### src/rtl/seg7_mux_driver.sv
// ---------------------------------------------------------------------------
// seg7_mux_driver
//
// Multiplexed seven-segment display driver for the hack computer's
// memory-mapped display output. Drives NUM_DIGITS digits by time-slicing,
// with PWM brightness, a dead time at the start of every digit slot to
// avoid ghosting, and per-digit blanking.
//
// Display data is double-buffered. A load strobe writes the pending buffer.
// The pending buffer is copied to the active buffer only at the end of a
// frame, so a frame never shows a mix of old and new data.
//
// Optional feature: define SEG7_LEADING_ZERO_BLANK_EN to suppress leading
// zeros. The suppression mask is computed when data is committed. Digit 0
// is never suppressed. When the macro is undefined, zeros are always shown.
//
// Ports:
//   clk            system clock
//   reset          asynchronous, active-low reset
//   load           one-cycle strobe; captures digits/dp/blank/bright
//   digits         4*NUM_DIGITS hex nibbles, digit 0 in the LSBs (rightmost)
//   dp             decimal point per digit
//   blank          per-digit force-dark
//   bright         brightness, duty = bright / 2^BRIGHT_BITS
//   seg            segments {G,F,E,D,C,B,A}
//   seg_dp         decimal point segment
//   cc             digit selects, cc[0] drives CC1
//   frame_tick     one-cycle pulse in the cycle after the last slot ends
//   update_pending high while loaded data has not yet been committed
// ---------------------------------------------------------------------------
module seg7_mux_driver #(
    parameter int NUM_DIGITS     = 4,
    parameter int REFRESH_DIV    = 1024,
    parameter int BRIGHT_BITS    = 4,
    parameter int DEAD_CYCLES    = 8,
    parameter int CC_ACTIVE_LOW  = 1,
    parameter int SEG_ACTIVE_LOW = 0
) (
    input  logic                    clk,
    input  logic                    reset,
    input  logic                    load,
    input  logic [4*NUM_DIGITS-1:0] digits,
    input  logic [NUM_DIGITS-1:0]   dp,
    input  logic [NUM_DIGITS-1:0]   blank,
    input  logic [BRIGHT_BITS-1:0]  bright,
    output logic [6:0]              seg,
    output logic                    seg_dp,
    output logic [NUM_DIGITS-1:0]   cc,
    output logic                    frame_tick,
    output logic                    update_pending
);

    localparam int PW = $clog2(REFRESH_DIV);
    localparam int IW = (NUM_DIGITS > 1) ? $clog2(NUM_DIGITS) : 1;

    localparam logic [NUM_DIGITS-1:0] CC_IDLE  = (CC_ACTIVE_LOW != 0) ? '1 : '0;
    localparam logic [6:0]            SEG_IDLE = (SEG_ACTIVE_LOW != 0) ? '1 : '0;
    localparam logic                  DP_IDLE  = (SEG_ACTIVE_LOW != 0);

    logic [PW-1:0] pre_cnt;
    logic [IW-1:0] idx;
    logic          slot_wrap;
    logic          frame_end;

    logic [4*NUM_DIGITS-1:0] pend_digits;
    logic [NUM_DIGITS-1:0]   pend_dp;
    logic [NUM_DIGITS-1:0]   pend_blank;
    logic [BRIGHT_BITS-1:0]  pend_bright;

    logic [4*NUM_DIGITS-1:0] act_digits;
    logic [NUM_DIGITS-1:0]   act_dp;
    logic [NUM_DIGITS-1:0]   act_blank;
    logic [BRIGHT_BITS-1:0]  act_bright;

    logic [4*NUM_DIGITS-1:0] commit_digits;
    logic [NUM_DIGITS-1:0]   commit_dp;
    logic [NUM_DIGITS-1:0]   commit_blank;
    logic [BRIGHT_BITS-1:0]  commit_bright;

    logic [NUM_DIGITS-1:0]   blank_eff;
    logic [3:0]              cur_nibble;
    logic                    cur_dp;
    logic                    cur_blank;
    logic [BRIGHT_BITS-1:0]  phase;
    logic                    lit;
    logic [6:0]              seg_on;
    logic [NUM_DIGITS-1:0]   cc_on;

    assign slot_wrap = (pre_cnt == PW'(REFRESH_DIV - 1));
    assign frame_end = slot_wrap && (idx == IW'(NUM_DIGITS - 1));

    // Slot prescaler and digit index. The index advances when the
    // prescaler wraps and itself wraps after the last digit.
    always_ff @(posedge clk or negedge reset) begin
        if (!reset) begin
            pre_cnt <= '0;
            idx     <= '0;
        end else begin
            pre_cnt <= slot_wrap ? '0 : pre_cnt + PW'(1);
            if (slot_wrap) begin
                idx <= (idx == IW'(NUM_DIGITS - 1)) ? '0 : idx + IW'(1);
            end
        end
    end

    // The commit source is the pending buffer, unless a load arrives on
    // the frame_end cycle itself. In that case the fresh data bypasses
    // straight into the active buffer.
    always_comb begin
        commit_digits = pend_digits;
        commit_dp     = pend_dp;
        commit_blank  = pend_blank;
        commit_bright = pend_bright;
        if (load) begin
            commit_digits = digits;
            commit_dp     = dp;
            commit_blank  = blank;
            commit_bright = bright;
        end
    end

    // Pending buffer always holds the most recent load, so a later commit
    // never resurrects older data. update_pending tracks whether that load
    // has reached the active buffer yet.
    always_ff @(posedge clk or negedge reset) begin
        if (!reset) begin
            pend_digits    <= '0;
            pend_dp        <= '0;
            pend_blank     <= '0;
            pend_bright    <= '0;
            act_digits     <= '0;
            act_dp         <= '0;
            act_blank      <= '0;
            act_bright     <= '0;
            update_pending <= 1'b0;
        end else begin
            if (load) begin
                pend_digits <= digits;
                pend_dp     <= dp;
                pend_blank  <= blank;
                pend_bright <= bright;
            end
            if (frame_end) begin
                act_digits     <= commit_digits;
                act_dp         <= commit_dp;
                act_blank      <= commit_blank;
                act_bright     <= commit_bright;
                update_pending <= 1'b0;
            end else if (load) begin
                update_pending <= 1'b1;
            end
        end
    end

`ifdef SEG7_LEADING_ZERO_BLANK_EN
    logic [NUM_DIGITS-1:0] act_lzb;
    logic [NUM_DIGITS-1:0] commit_lzb;

    // A digit is a leading zero when it and every more-significant digit
    // are zero. Scanning from the top keeps a running "all zero so far".
    always_comb begin
        logic zero_above;
        commit_lzb = '0;
        zero_above = 1'b1;
        for (int i = NUM_DIGITS - 1; i >= 1; i--) begin
            zero_above    = zero_above && (commit_digits[4*i +: 4] == 4'h0);
            commit_lzb[i] = zero_above;
        end
    end

    // The suppression mask is captured alongside the committed data.
    always_ff @(posedge clk or negedge reset) begin
        if (!reset) begin
            act_lzb <= '0;
        end else if (frame_end) begin
            act_lzb <= commit_lzb;
        end
    end

    assign blank_eff = act_blank | act_lzb;
`else
    assign blank_eff = act_blank;
`endif

    // Select the active digit's data for the current slot.
    always_comb begin
        cur_nibble = 4'h0;
        cur_dp     = 1'b0;
        cur_blank  = 1'b1;
        for (int i = 0; i < NUM_DIGITS; i++) begin
            if (idx == IW'(i)) begin
                cur_nibble = act_digits[4*i +: 4];
                cur_dp     = act_dp[i];
                cur_blank  = blank_eff[i];
            end
        end
    end

    // The PWM phase is the top BRIGHT_BITS of the prescaler, so duty
    // resolution scales with the slot length.
    assign phase = pre_cnt[PW-1 -: BRIGHT_BITS];
    assign lit   = (pre_cnt >= PW'(DEAD_CYCLES)) && (phase < act_bright) && !cur_blank;

    // Hex decode, segments ordered {G,F,E,D,C,B,A}, active-high.
    always_comb begin
        seg_on = 7'h00;
        unique case (cur_nibble)
            4'h0: seg_on = 7'h3F;
            4'h1: seg_on = 7'h06;
            4'h2: seg_on = 7'h5B;
            4'h3: seg_on = 7'h4F;
            4'h4: seg_on = 7'h66;
            4'h5: seg_on = 7'h6D;
            4'h6: seg_on = 7'h7D;
            4'h7: seg_on = 7'h07;
            4'h8: seg_on = 7'h7F;
            4'h9: seg_on = 7'h6F;
            4'hA: seg_on = 7'h77;
            4'hB: seg_on = 7'h7C;
            4'hC: seg_on = 7'h39;
            4'hD: seg_on = 7'h5E;
            4'hE: seg_on = 7'h79;
            4'hF: seg_on = 7'h71;
        endcase
    end

    assign cc_on = {{(NUM_DIGITS-1){1'b0}}, 1'b1} << idx;

    // Output registers. Polarity is applied only here, so the internal
    // logic is always active-high and idle values come from the polarity.
    always_ff @(posedge clk or negedge reset) begin
        if (!reset) begin
            cc         <= CC_IDLE;
            seg        <= SEG_IDLE;
            seg_dp     <= DP_IDLE;
            frame_tick <= 1'b0;
        end else begin
            frame_tick <= frame_end;
            if (lit) begin
                cc     <= cc_on ^ CC_IDLE;
                seg    <= seg_on ^ SEG_IDLE;
                seg_dp <= cur_dp ^ DP_IDLE;
            end else begin
                cc     <= CC_IDLE;
                seg    <= SEG_IDLE;
                seg_dp <= DP_IDLE;
            end
        end
    end

endmodule

### config.mk
export PLATFORM = sky130hd
export DESIGN_NAME = seg7_mux_driver
export DESIGN_NICKNAME = d
export VERILOG_FILES = /design/src/rtl/seg7_mux_driver.sv
export SDC_FILE = /design/constraint.sdc
export NUM_CORES = 1
export LEC_CHECK = 0
export BUFFER_PORTS_ARGS = -buffer_cell sky130_fd_sc_hd__buf_2
export CAP_MARGIN = 0
export CORE_UTILIZATION = 50
export CTS_BUF_LIST = sky130_fd_sc_hd__clkbuf_4 sky130_fd_sc_hd__clkbuf_8 sky130_fd_sc_hd__clkbuf_16
export DETAILED_ROUTE_END_ITERATION = 10
export PLACE_DENSITY = 0.78
export SLEW_MARGIN = 20
export SYNTH_ARGS = -nofsm -noshare
export SYNTH_HDL_FRONTEND = slang
export SYNTH_SLANG_ARGS = --single-unit
### constraint.sdc
create_clock -name clk -period 2.4 [get_ports clk]
set_input_delay 0.36 -clock clk [delete_from_list [all_inputs] [get_ports clk]]
set_output_delay 0.36 -clock clk [all_outputs]
set_load 0.01 [all_outputs]
==> results of run 1 <==
-- routing by layer --
layer	routed length (um)	vias up	part of all wire, %	global-route usage (%)
met2	3203	61	47	29.16
met4	193	0	2.8	9.971
met5	0	-	0	0
li1	-	1130	-	-
met1	3201	1176	47	26.30
met3	263	14	3.8	3.918
-- per-stage QoR --
| stage | util (%) | power, mW |
|---|---|---|
| floorplan | - | 1.653 |
| global placement | 56.31 | 1.747 |
| detailed placement | 56.31 | 1.759 |
| CTS | 59.20 | 2.793 |
| global route | 60.38 | 2.897 |
| finish | 60.38 | 2.779 |
-- registers in the layout, indices dropped and copies added, names as in the netlist, 7 cells and up --
name and cells:
seg 7, pre_cnt 10, act_digits 16, pend_digits 16
-- what timing repair did --
item                                   CTS  global route
setup endpoints to repair                1             5
cloned                                   0             0
setup buffers                            0             4
endpoints found under the hold margin    0             0
pin swaps                                0             4
gates resized for setup                  1            15
-- power groups by stage --
stage	Sequential [mW]	Combinational [mW]	Clock [mW]
2_1_floorplan	1.51	0.139	0
3_3_place_gp	1.51	0.234	0
3_5_place_dp	1.52	0.242	0
4_1_cts	1.49	0.244	1.06
5_1_grt	1.50	0.277	1.12
6_report	1.49	0.249	1.04
-- worst paths after layout --
kind	from	to	slack [ns]	depth (start not counted)
max in group asynchronous	reset	cc[1]	1.56	2
min	reset	seg[2]	0.15	1
max	idx[0]	seg[6]	0.09	10
max reg2reg	idx[0]	seg[6]	0.09	10
min in group clk	digits[14]	pend_digits[14]	0.24	2
min reg2reg	update_pending	update_pending	0.49	2
-- final cells by class --
| type | count | area [um2] | share of cell area (%) |
|---|---|---|---|
| clock inverter | 7 | 83.83 | 1.914 |
| inverter | 16 | 62.56 | 1.429 |
| timing repair buffer | 57 | 320.3 | 7.314 |
| tap | 99 | 123.9 | 2.829 |
| clock buffer | 9 | 123.9 | 2.829 |
| multi-input combinational | 180 | 1607 | 36.69 |
| sequential | 82 | 2058 | 47.00 |
-- cell families (layout without fill, tap and decap cells) --
logic type	Yosys count	after routing	synth area share, %
xor+xnor	6	6	1.404
simple gates	64	64	9.295
buf+inv	28	89	3.544
mux	54	54	18.09
compound gates	41	41	7.690
flops	82	82	54.96
fa+ha+maj	15	15	5.015
-- worst max-delay path, stage by stage, from the launching register on --
cell and delay [ns]:
dfrtp_2 0.45, inv_4 0.06, ha_2 0.18, nor2b_1 0.14, a221o_1 0.30, a22oi_2 0.18, inv_2 0.10, buf_4 0.14
ha_1 0.20, mux2_2 0.28, a221oi_2 0.20
-- layout by cell type (no fill, tap or decap), drive strengths merged, types with 5 or more instances in the layout --
| master | n |
|---|---|
| a211oi | 8 |
| a21oi | 8 |
| buf | 57 |
| clkbuf | 9 |
| dfrtp | 78 |
| ha | 15 |
| inv | 19 |
| mux2 | 52 |
| nand2 | 14 |
| nand3 | 10 |
| nor2 | 14 |
| nor2b | 6 |
| nor3b | 5 |
| o21ai | 12 |
==> flow_summary.yaml, run 1 <==
outcome:
  outcome: "finished, final reports clean"
clock_network:
  numCtsBuffers: 9
  cts_num_sinks: 82
  cts_hold_buf: 0
  clock_latency_ns: 0.36
  cts-root-buf: "clkbuf_8"
  clk_pin_slew_ns: 0.09
  cts_tree: "built"
  clockBufferDepth: 2
  cts_max_level: 3
yosys:
  yosysMostFrequentCell: "dfrtp_1"
  synth_edf_count: 0
  async_flop_share_pct: 100.0
  syn_nets: 336
  yosys.area.top_type_share_pct: 52.16
  synth_cell_types: 41
  yosysTopAreaCell: "dfrtp_1"
  seq_area_frac_synth_pct: 54.96
  synth_top_flop_cell: "dfrtp_1"
  netlist_instances: 290
  synth_common_cells: "dfrtp_1, mux2_2, mux2_4"
  syn_area_um2: 3742
  synth-seq-cells: 82
  yosysWarnings: 0
  synthTopCellsByArea: "dfrtp_1, mux2_2, mux2_4"
  syn_avg_cell_area_um2: 12.90
die:
  die_y_um: 88.52
  row_count: 31
  core_area_um2: 7253
  initial_utilization_pct: 51.60
  die-area_um2: 7835
  dieWidth_um: 88.52
  io_pins: 45
routing:
  viasPerCell: 5.291
  drt_iter0_drc: 149
  routed_wl_um: 6861
  antenna_left: 0
  dr.pass1.iters: 4
  wl_per_cell_um: 15.25
  drc: 0
  num_vias: 2381
place:
  postPlaceCellArea_um2: 4084
  dp_slack_ns: 0.007813
  hpwl_um: 4530
  numPortBuffers: 44
  gp_congestion: 0.8744
  place_inst: 430
power:
  leakagePower_nw: 2.104
  seqPwrFrac_pct: 53.6
  p_int_mw: 2.086
  pwr-share-comb_pct: 9.0
  peakVddDrop_mv: 0.3446
  p_per_area_nw_per_um2: 634.5
  clkPwrFrac_pct: 37.4
  power.switching_mw: 0.6930
  swShare_pct: 24.94
worst_setup_path:
  cp-end-kind: "flip-flop"
  path_class: "reg2reg"
  arrival_ns: 2.58
  crit_required_ns: 2.68
  critical_path.max_fanout: 5
  start_kind: "flip-flop"
final_layout:
  drive_above_1_share_pct: 41.88
  stdcell_count: 450
  nets: 392
  nFillCells: 587
  diodes: 0
  final_area_um2: 4379
  syn_to_final_growth_pct: 17.02
sta:
  tns_ns: 0
  finalSetupViolations: 0
  finalCriticalPeriod_ns: 2.307
  clock_skew_ns: 0.01065
  relSlewSlack_pct: 35.96
  hold_viol_final: 0
  final_max_slew_viol_count: 0
  setup_ws_ns: 0.09306
  timing.fmax_ghz: 0.4335
  min_period_over_period_pct: 96.12
  holdWs_ns: 0.1548
  tightestPinTransition_ns: 0.9606
grt:
  grt_pass1_vias: 2318
  track_usage_pct: 19.24
  grt-ovfl-total: 0
  antenna_found_initial: 0
  grt_first_pass_wirelength_um: 11180
  grt_max_degree: 82
min_path:
  worstHoldPathType: "in2async"
run:
  max_cap_viol_count: 0
Power figures use the tool's default switching activity.
==> run 2, diff against run 1 <==
--- a/config.mk
+++ b/config.mk
@@ -8,7 +8,7 @@
 export BUFFER_PORTS_ARGS = -buffer_cell sky130_fd_sc_hd__buf_2
 export CAP_MARGIN = 0
 export CORE_UTILIZATION = 50
-export CTS_BUF_LIST = sky130_fd_sc_hd__clkbuf_4 sky130_fd_sc_hd__clkbuf_8 sky130_fd_sc_hd__clkbuf_16
+export CTS_BUF_LIST = sky130_fd_sc_hd__clkbuf_16
 export DETAILED_ROUTE_END_ITERATION = 10
 export PLACE_DENSITY = 0.78
 export SLEW_MARGIN = 20
==> flow_summary.yaml, run 2 (synthesis results as in run 1) <==
die:
  die-area_um2: 7835
  initial_utilization_pct: 51.60
  dieWidth_um: 88.52
  core_area_um2: 7253
  die_y_um: 88.52
  io_pins: 45
  row_count: 31
worst_setup_path:
  path_class: "reg2reg"
  start_kind: "flip-flop"
  crit_required_ns: 2.63
  cp.buffers_inverters: 3
  cpPeakStageDelay_ns: 0.44
  critical_path.max_fanout: 5
  r2r_setup_slack_ns: 0.14
  critical_path.top_delay_family: "compound AO/OA/AOI/OAI gates"
  r2r_cells: 11
  crit_chain: "inv_4, ha_2, nor2b_1, a221o_1, a22oi_2, inv_2, ha_4, inv_1, o21ai_1, a21oi_1, a311oi_1"
  reg2reg_from: "idx[0]"
  cp-end-kind: "flip-flop"
  arrival_ns: 2.48
  r2r-end: "seg[1]"
  crit_slowest_cell: "dfrtp_2"
clock_network:
  cts_num_sinks: 82
  cts_max_level: 3
  cts-root-buf: "clkbuf_16"
  cts_tree: "built"
  cts_hold_buf: 0
  clk_pin_slew_ns: 0.06
  clockBufferDepth: 2
  numCtsBuffers: 9
  clock_latency_ns: 0.34
place:
  numPortBuffers: 44
  dp_slack_ns: 0.007813
  gp_congestion: 0.8744
  hpwl_um: 4530
sta:
  finalCriticalPeriod_ns: 2.256
  tns_ns: 0
  tightestPinTransition_ns: 0.9637
  finalSetupViolations: 0
  final_max_slew_viol_count: 0
  timing.fmax_ghz: 0.4433
  relSlewSlack_pct: 35.75
  min_period_over_period_pct: 93.99
  clock_skew_ns: 0.008350
  hold_viol_final: 0
  holdWs_ns: 0.1877
  setup_ws_ns: 0.1443
final_layout:
  reg.largest.list: "act_digits: 16 flops, pend_digits: 16 flops, pre_cnt: 10 flops"
  nets: 390
  diodes: 0
  mostFrequentLayoutCells: "dfrtp_1, buf_2, mux2_2"
  drive_above_1_share_pct: 40.97
  post-route-util_pct: 61.48
  final_common_cell: "dfrtp_1"
  syn_to_final_growth_pct: 19.16
routing:
  drc: 0
  drt_iter0_drc: 133
  viasPerCell: 5.203
  wl_per_cell_um: 15.30
  wl_met3_um: 259
  top_layer: "met4"
  m1WireLength_um: 3321
  dr.pass1.iters: 4
  wl_met2_um: 3128
  routed_wl_um: 6855
  antenna_left: 0
  num_vias: 2331
grt:
  track_usage_pct: 19.73
  grt-ovfl-total: 0
  grt_max_degree: 82
  grt_pass1_vias: 2383
  antenna_found_initial: 0
  grt_first_pass_wirelength_um: 11500
run:
  max_cap_viol_count: 0
power:
  design_power_total_mw: 3.147
  peakVddDrop_mv: 0.3774
  p_per_area_nw_per_um2: 705.7
  leakagePower_nw: 2.139
outcome:
  outcome: "finished, final reports clean"
min_path:
  worstHoldPathType: "in2async"
-- run 2: how the worst max path moves through the flow --
stage,startpoint,to,slack (ns),cells past startpoint
2_1_floorplan,idx[0],seg[1],0.09,11
3_5_place_dp,idx[1],seg[1],0.008,11
4_1_cts,idx[0],seg[1],0.009,10
6_report,idx[0],seg[1],0.14,11
5_1_grt,idx[0],seg[1],-0.02,11
3_3_place_gp,idx[1],seg[1],0.14,11
-- run 2: report_power, final --
part | internal (mW) | leakage [nW] | switching (mW)
clock | 0.824 | 0.149 | 0.585
sequential | 1.46 | 0.973 | 0.0298
combinational | 0.125 | 1.02 | 0.121
-- run 2: final cells by class --
class,count,area [um2]
multi-input cells,180,1600
inverters,16,62.56
clock buffers,9,225.2
repair buffers,55,305.3
clock inverters,7,83.83
well taps,99,123.9
fillers,578,2794
flip-flops and latches,82,2058
-- run 2: routing by layer --
metal	global-route usage (%)	up-vias
li1	-	1128
met1	27.05	1142
met2	29.65	50
met3	4.944	11
met4	9.091	0
met5	0	-
-- run 2: timing repair --
item                       in CTS  in global routing
setup buffers                   0                  2
gates resized for setup         1                 13
pin swaps                       0                  4
setup endpoints to repair       1                  5
-- run 2: through the flow --
step                instance area [um2]  instances
floorplan                          3742        290
global placement                   4084        430
detailed placement                 4084        430
finish                             4459        448
CTS                                4395        446
global route                       4459        448
